<file path="config.mk">
export PLATFORM = sky130hd
export DESIGN_NAME = lgn_frame_receiver
export DESIGN_NICKNAME = d
export VERILOG_FILES = /design/src/rtl/lgn_mnist_pkg.sv /design/src/rtl/lgn_frame_shadow.sv /design/src/rtl/lgn_frame_receiver.sv
export SDC_FILE = /design/constraint.sdc
export NUM_CORES = 1
export LEC_CHECK = 0
export BUFFER_PORTS_ARGS = -buffer_cell sky130_fd_sc_hd__buf_2
export CAP_MARGIN = 20
export CORE_MARGIN = 1.5
export CORE_UTILIZATION = 44
export CTS_CLUSTER_DIAMETER = 200
export CTS_CLUSTER_SIZE = 10
export DETAILED_ROUTE_END_ITERATION = 10
export GPL_ROUTABILITY_DRIVEN = 0
export PLACE_DENSITY_LB_ADDON = 0.2
export SYNTH_ARGS = -nofsm -noshare
export SYNTH_HDL_FRONTEND = slang
export SYNTH_SLANG_ARGS = --single-unit
</file>
<file path="constraint.sdc">
create_clock -name clk -period 6.7 [get_ports clk]
set_input_delay 1.34 -clock clk [delete_from_list [all_inputs] [get_ports clk]]
set_output_delay 1.34 -clock clk [all_outputs]
set_load 0.01 [all_outputs]
</file>
<file path="src/rtl/lgn_mnist_pkg.sv">
// Shared constants and helpers for the LGN MNIST image path (receiver and classifier).
// Latency: n/a (package only).
// Backpressure: n/a (package only).
package lgn_mnist_pkg;

    // Default image geometry: 16x16 binary pixels, 8 pixels per transferred byte.
    localparam int DEF_ROWS = 16;
    localparam int DEF_COLS = 16;
    localparam int DEF_BPF  = DEF_ROWS * DEF_COLS / 8;

    // Width of the byte index counter for the default geometry.
    localparam int CNT_W = $clog2(DEF_BPF);

    // Receiver FSM encoding, kept as plain constants so older tools can consume it.
    localparam logic [0:0] IDLE = 1'b0;
    localparam logic [0:0] LOAD = 1'b1;

    // Flat frame bit holding pixel (row, col). Pixel (0,0) is the MSB of the frame
    // vector, and pixels run left to right, top to bottom towards the LSB.
    function automatic int unsigned pixel_index(
        input int unsigned row,
        input int unsigned col,
        input int unsigned rows,
        input int unsigned cols
    );
        return rows * cols - 1 - (row * cols + col);
    endfunction

endpackage

</file>
<file path="src/rtl/lgn_frame_shadow.sv">
// Frame assembly buffer plus the published shadow copy seen by the classifier.
// Latency: a byte written with commit is visible in frame_out after the same edge.
// Backpressure: none; every write is accepted, clear has priority over everything.
module lgn_frame_shadow
    import lgn_mnist_pkg::*;
#(
    parameter int ROWS  = DEF_ROWS,
    parameter int COLS  = DEF_COLS,
    parameter int IDX_W = CNT_W
) (
    input  logic                   clk,
    input  logic                   clear,
    input  logic                   wr_en,
    input  logic [IDX_W-1:0]       wr_idx,
    input  logic [7:0]             wr_byte,
    input  logic                   commit,
    output logic [ROWS*COLS-1:0]   frame_out
);

    localparam int NBITS = ROWS * COLS;
    localparam int BIT_W = $clog2(NBITS);

    logic [NBITS-1:0] asm_q;
    logic [NBITS-1:0] asm_d;
    int unsigned      pix;
    int unsigned      msb;
    logic [BIT_W-1:0] msb_idx;

    // Merge the incoming byte into the buffer image; byte k's first pixel is pixel 8k.
    always_comb begin
        asm_d   = asm_q;
        pix     = 8 * int'(wr_idx);
        msb     = pixel_index(pix / COLS, pix % COLS, ROWS, COLS);
        msb_idx = BIT_W'(msb);
        if (wr_en) begin
            asm_d[msb_idx -: 8] = wr_byte;
        end
    end

    // Buffer update and shadow publish. Commit uses the merged image so the last
    // byte of a frame lands in frame_out on the same edge it is written.
    always_ff @(posedge clk) begin
        if (clear) begin
            asm_q     <= '0;
            frame_out <= '0;
        end else begin
            if (wr_en) begin
                asm_q <= asm_d;
            end
            if (commit) begin
                frame_out <= asm_d;
            end
        end
    end

endmodule

</file>
<file path="src/rtl/lgn_frame_receiver.sv">
// Byte-serial frame receiver: assembles ROWSxCOLS binary frames for the LGN classifier.
// Latency: frame_valid/frame_out one cycle after the last byte's valid cycle.
// Backpressure: none; byte_valid is never stalled, idle cycles simply hold the FSM.
// Build option: LGN_RX_FREE_RUN_EN selects unsynchronised free-running byte indexing.
module lgn_frame_receiver
    import lgn_mnist_pkg::*;
#(
    parameter  int ROWS = DEF_ROWS,
    parameter  int COLS = DEF_COLS,
    localparam int BPF  = ROWS * COLS / 8,
    localparam int CW   = (BPF > 1) ? $clog2(BPF) : 1
) (
    input  logic                  clk,
    input  logic                  rst,
    input  logic [7:0]            byte_in,
    input  logic                  byte_valid,
    input  logic                  frame_start,
    output logic [ROWS*COLS-1:0]  frame_out,
    output logic                  frame_valid,
    output logic                  frame_abort,
    output logic                  busy,
    output logic [CW-1:0]         byte_count
);

    localparam logic [CW-1:0] LAST_IDX = CW'(BPF - 1);
    localparam logic [CW-1:0] ONE_IDX  = CW'(1);

`ifdef LGN_RX_FREE_RUN_EN
    localparam logic [0:0] RST_STATE = LOAD;
`else
    localparam logic [0:0] RST_STATE = IDLE;
`endif

    logic [0:0]    state_q;
    logic [0:0]    state_d;
    logic [CW-1:0] cnt_q;
    logic [CW-1:0] cnt_d;
    logic          valid_q;
    logic          valid_d;
    logic          abort_q;
    logic          abort_d;
    logic          wr_en;
    logic [CW-1:0] wr_idx;
    logic          commit;

`ifdef LGN_RX_FREE_RUN_EN
    // The sender carries no sync marker in this mode.
    logic unused_frame_start;
    assign unused_frame_start = frame_start;
`endif

    // Next-state, byte placement and pulse generation.
    always_comb begin
        state_d = state_q;
        cnt_d   = cnt_q;
        wr_en   = 1'b0;
        wr_idx  = cnt_q;
        commit  = 1'b0;
        valid_d = 1'b0;
        abort_d = 1'b0;
`ifdef LGN_RX_FREE_RUN_EN
        state_d = LOAD;
        if (byte_valid) begin
            wr_en = 1'b1;
            if (cnt_q == LAST_IDX) begin
                commit  = 1'b1;
                valid_d = 1'b1;
                cnt_d   = '0;
            end else begin
                cnt_d = cnt_q + ONE_IDX;
            end
        end
`else
        if (frame_start) begin
            // A start always restarts assembly; it only counts as an abort when a
            // partial frame is actually being thrown away, and it wins over a
            // simultaneous last byte.
            state_d = LOAD;
            abort_d = (state_q == LOAD) && (cnt_q != '0);
            wr_idx  = '0;
            if (byte_valid) begin
                wr_en = 1'b1;
                cnt_d = ONE_IDX;
            end else begin
                cnt_d = '0;
            end
        end else if ((state_q == LOAD) && byte_valid) begin
            wr_en = 1'b1;
            if (cnt_q == LAST_IDX) begin
                commit  = 1'b1;
                valid_d = 1'b1;
                cnt_d   = '0;
                state_d = IDLE;
            end else begin
                cnt_d = cnt_q + ONE_IDX;
            end
        end
`endif
    end

    // FSM, byte counter and one-cycle status pulses.
    always_ff @(posedge clk) begin
        if (rst) begin
            state_q <= RST_STATE;
            cnt_q   <= '0;
            valid_q <= 1'b0;
            abort_q <= 1'b0;
        end else begin
            state_q <= state_d;
            cnt_q   <= cnt_d;
            valid_q <= valid_d;
            abort_q <= abort_d;
        end
    end

    lgn_frame_shadow #(
        .ROWS  (ROWS),
        .COLS  (COLS),
        .IDX_W (CW)
    ) u_shadow (
        .clk       (clk),
        .clear     (rst),
        .wr_en     (wr_en),
        .wr_idx    (wr_idx),
        .wr_byte   (byte_in),
        .commit    (commit),
        .frame_out (frame_out)
    );

    assign frame_valid = valid_q;
    assign frame_abort = abort_q;
    assign busy        = (state_q == LOAD);
    assign byte_count  = cnt_q;

endmodule
</file>
==> flow_metrics.py <==
metrics = {
    "clock_tree": {
        "clk_pin_slew_ns": 0.05,
        "clock_sinks": 520,
        "cts.hold.buffers_added": 0,
        "clock-root-buffer": "clkbuf_16",
        "numCtsBuffers": 57,
        "clk_latency_ns": 0.60,
        "clock_path_buffers": 3,
        "cts_tree": "built",
        "ctsHtreeMaxLevel": 2,
        "cts_repair_resize_count": 0,
        "cts_setup_buffers": 0,
    },
    "timing": {
        "setup_total_negative_slack_ns": 0,
        "finalHoldWorstSlack_ns": 0.441,
        "slew_headroom": 0.265,
        "unrepaired_setup_endpoints_after_global_routing": "false",
        "finalHoldViolations": 0,
        "max_slew.worst_pin.slew_ns": 1.09,
        "maxSlewViolCount": 0,
        "timing.fmax_mhz": 295,
        "setup_viol": 0,
        "final.setup_skew_ns": 0.0229,
        "finalCritPeriodShare": 0.507,
        "final.min_clock_period_ns": 3.39,
    },
    "routing": {
        "first_pass_iters": 5,
        "routed_wirelength_um": 48500,
        "vias_per_cell": 5.15,
        "dr.first_iter.drc_count": 716,
        "drc": 0,
        "num_vias": 13160,
        "antenna_violating_nets_post_route": 0,
        "detail_routed_net_length_per_standard_cell_um": 19.0,
    },
    "floorplan": {
        "die-height_um": 204,
        "die_area_um2": 41800,
        "placementRows": 73,
        "initial_core_util": 0.447,
        "chipWidth_um": 204,
        "coreArea_um2": 39900,
        "io_pins": 276,
    },
    "finish": {
        "final_nets": 2045,
        "layout_common_cells": "dfxtp_1 (520), nor2_1 (279), buf_2 (274)",
        "finish.utilization": 0.525,
        "layout_commonest_cell": "dfxtp_1",
        "final_cell_area_um2": 21000,
        "drive_gt1_frac": 0.185,
        "area_growth_pct": 17.5,
        "insertedDiodeCount": 0,
    },
    "yosys": {
        "ys_seq_elements": 520,
        "syn-mean-instance-area_um2": 9.82,
        "yosysTopAreaCellShare": 0.583,
        "synth_enable_flop_cells": 0,
        "synth_fp_nets": 1833,
        "synth_top_flop_cell": "dfxtp_1",
        "synth_warnings": 0,
        "synth_cells": 1818,
        "number_of_library_cell_types_mapped_by_synthesis": 44,
        "mapped_cell_area_um2": 17800,
        "netlist.top_cell.by_area": "dfxtp_1",
        "synth_area_leaders": "dfxtp_1 (58%), mux2i_1 (14%), o21ai_1 (6.6%)",
        "synth_async_sr_flop_share": 0,
        "ys_seq_area_frac": 0.583,
    },
    "global_routing": {
        "grt_most_used_layer": "met2",
        "global_route_wire_length_before_repair_um": 73400,
        "via_count_of_the_first_global_routing_pass": 12620,
        "overflow": 0,
        "globalRouteMet1Util": 0.300,
        "groute.usage.overall": 0.228,
        "grt_util_met3": 0.0611,
        "grt_max_degree": 102,
        "initial_antenna_violation_count": 1,
        "gr-usage-met2": 0.364,
    },
    "pwr": {
        "power_report.internal_total_mw": 4.65,
        "leakage_nw": 8.44,
        "power.sequential.fraction": 0.527,
        "power.combinational.fraction": 0.023,
        "report.power.total_mw": 5.89,
        "clock_network_power_share": 0.450,
        "switchingPower_mw": 1.24,
        "ir_worst_vdd_mv": 0.226,
        "power.switching_fraction": 0.211,
        "powerDensity_nw_per_um2": 281,
    },
    "worst_setup_path": {
        "path_max_fanout": 75,
        "timing.critical_path.from_type": "primary input",
        "timing.reg2reg.setup_slack_ns": 3.36,
        "r2r-end": "u_shadow.frame_out[230]",
        "crit_type": "primary input to flip-flop",
        "end_kind": "flip-flop",
        "rr_startpoint": "byte_count[1]",
        "ff2ff_path_depth": 7,
        "timing.critical_path.from": "frame_start",
        "endpoint": "u_shadow.frame_out[230]",
        "critPathRequiredTime_ns": 7.15,
        "critPathArrivalTime_ns": 3.84,
    },
    "hold_path": {
        "tightest_hold_check_type": "flip-flop to flip-flop",
    },
    "place": {
        "detailedPlacementHpwl_um": 30600,
        "placedInstanceArea_um2": 19500,
        "port-buffer-count": 275,
    },
    "run_status": {
        "status": "finished clean",
    },
    "job": {
        "max_cap_viol_count": 0,
    },
}
[cells in the mapped netlist (2+ instances only)]
cell / instances
a211oi_1: 2
a21oi_1: 2
and2_1: 22
buf_1: 6
buf_2: 17
buf_6: 2
clkbuf_1: 108
dfxtp_1: 520
ha_1: 3
inv_1: 4
mux2i_1: 258
nand2_1: 261
nand2b_1: 12
nand3_1: 2
nand4b_1: 3
nand4bb_1: 5
nor2_1: 279
nor3_1: 3
nor3_2: 5
nor3_4: 4
nor3b_1: 2
nor4_4: 11
nor4b_1: 3
o21ai_0: 24
o21ai_1: 235
or2_1: 2
or3_1: 3
or4_1: 2
or4b_1: 3
[power groups by stage]
stage	clock network (mW)	registers, mW	logic (mW)
floorplan	0	3.17	0.0875
global placement	0	3.17	0.135
detailed placement	0	3.17	0.136
CTS	2.72	3.10	0.136
global route	2.84	3.10	0.145
finish	2.65	3.10	0.136
[critical path, cell delays in order]
cell and delay [ns]:
buf_2 0.62, nand4b_1 0.26, or2_4 0.83, buf_4 0.57
o21ai_0 0.16
[layout make-up]
type / count / area (µm²)
multi-input cells: 1161 / 6910
inverters: 4 / 15.0
clock inverters: 1 / 8.76
clock buffers: 59 / 1480
fillers: 3639 / 18900
flip-flops and latches: 520 / 10400
well taps: 525 / 657
repair buffers: 286 / 1490
[worst min-delay path by stage]
stage / end / start / slack [ns] / depth (start not counted)
after floorplan: u_shadow.asm_q[240] / u_shadow.asm_q[240] / 0.45 / 2
after global routing: u_shadow.frame_out[5] / u_shadow.frame_out[5] / 0.46 / 2
after CTS: u_shadow.frame_out[213] / u_shadow.frame_out[213] / 0.45 / 2
after global placement: u_shadow.frame_out[133] / u_shadow.frame_out[133] / 0.43 / 2
final: u_shadow.frame_out[226] / u_shadow.frame_out[226] / 0.44 / 2
after detailed placement: u_shadow.frame_out[213] / u_shadow.frame_out[213] / 0.44 / 2
[metal layers]
layer | vias up | routed length (µm)
met1 | 6302 | 21700
met5 | - | 0
met3 | 91 | 3110
met2 | 314 | 22400
li1 | 6453 | -
met4 | 0 | 1260
[state kept, by name, summed over array words and instances (netlist names)]
| signal | cells |
|---|---|
| u_shadow.asm_q | 256 |
| byte_count | 5 |
| u_shadow.frame_out | 256 |
| busy | 1 |
| frame_valid | 1 |
| frame_abort | 1 |
[stage by stage]
step,std cells,setup WS [ns]
finish,2556,3.31
global route,2556,3.13
CTS,2556,3.34
detailed placement,2496,2.71
global placement,2496,2.78
floorplan,1818,3.65
[kinds of logic (layout without fill, tap and decap cells)]
group	count (synthesis)	count (layout)	share of synthesized area
and+or+nand+nor	632	632	0.163
DFF	520	520	0.583
AOI/OAI and AO/OA	268	268	0.0763
muxes	258	258	0.145
buffers and inverters	137	350	0.0308
adders and majority gates	3	3	0.00210
Note: power is estimated with default switching activity, not from simulation.
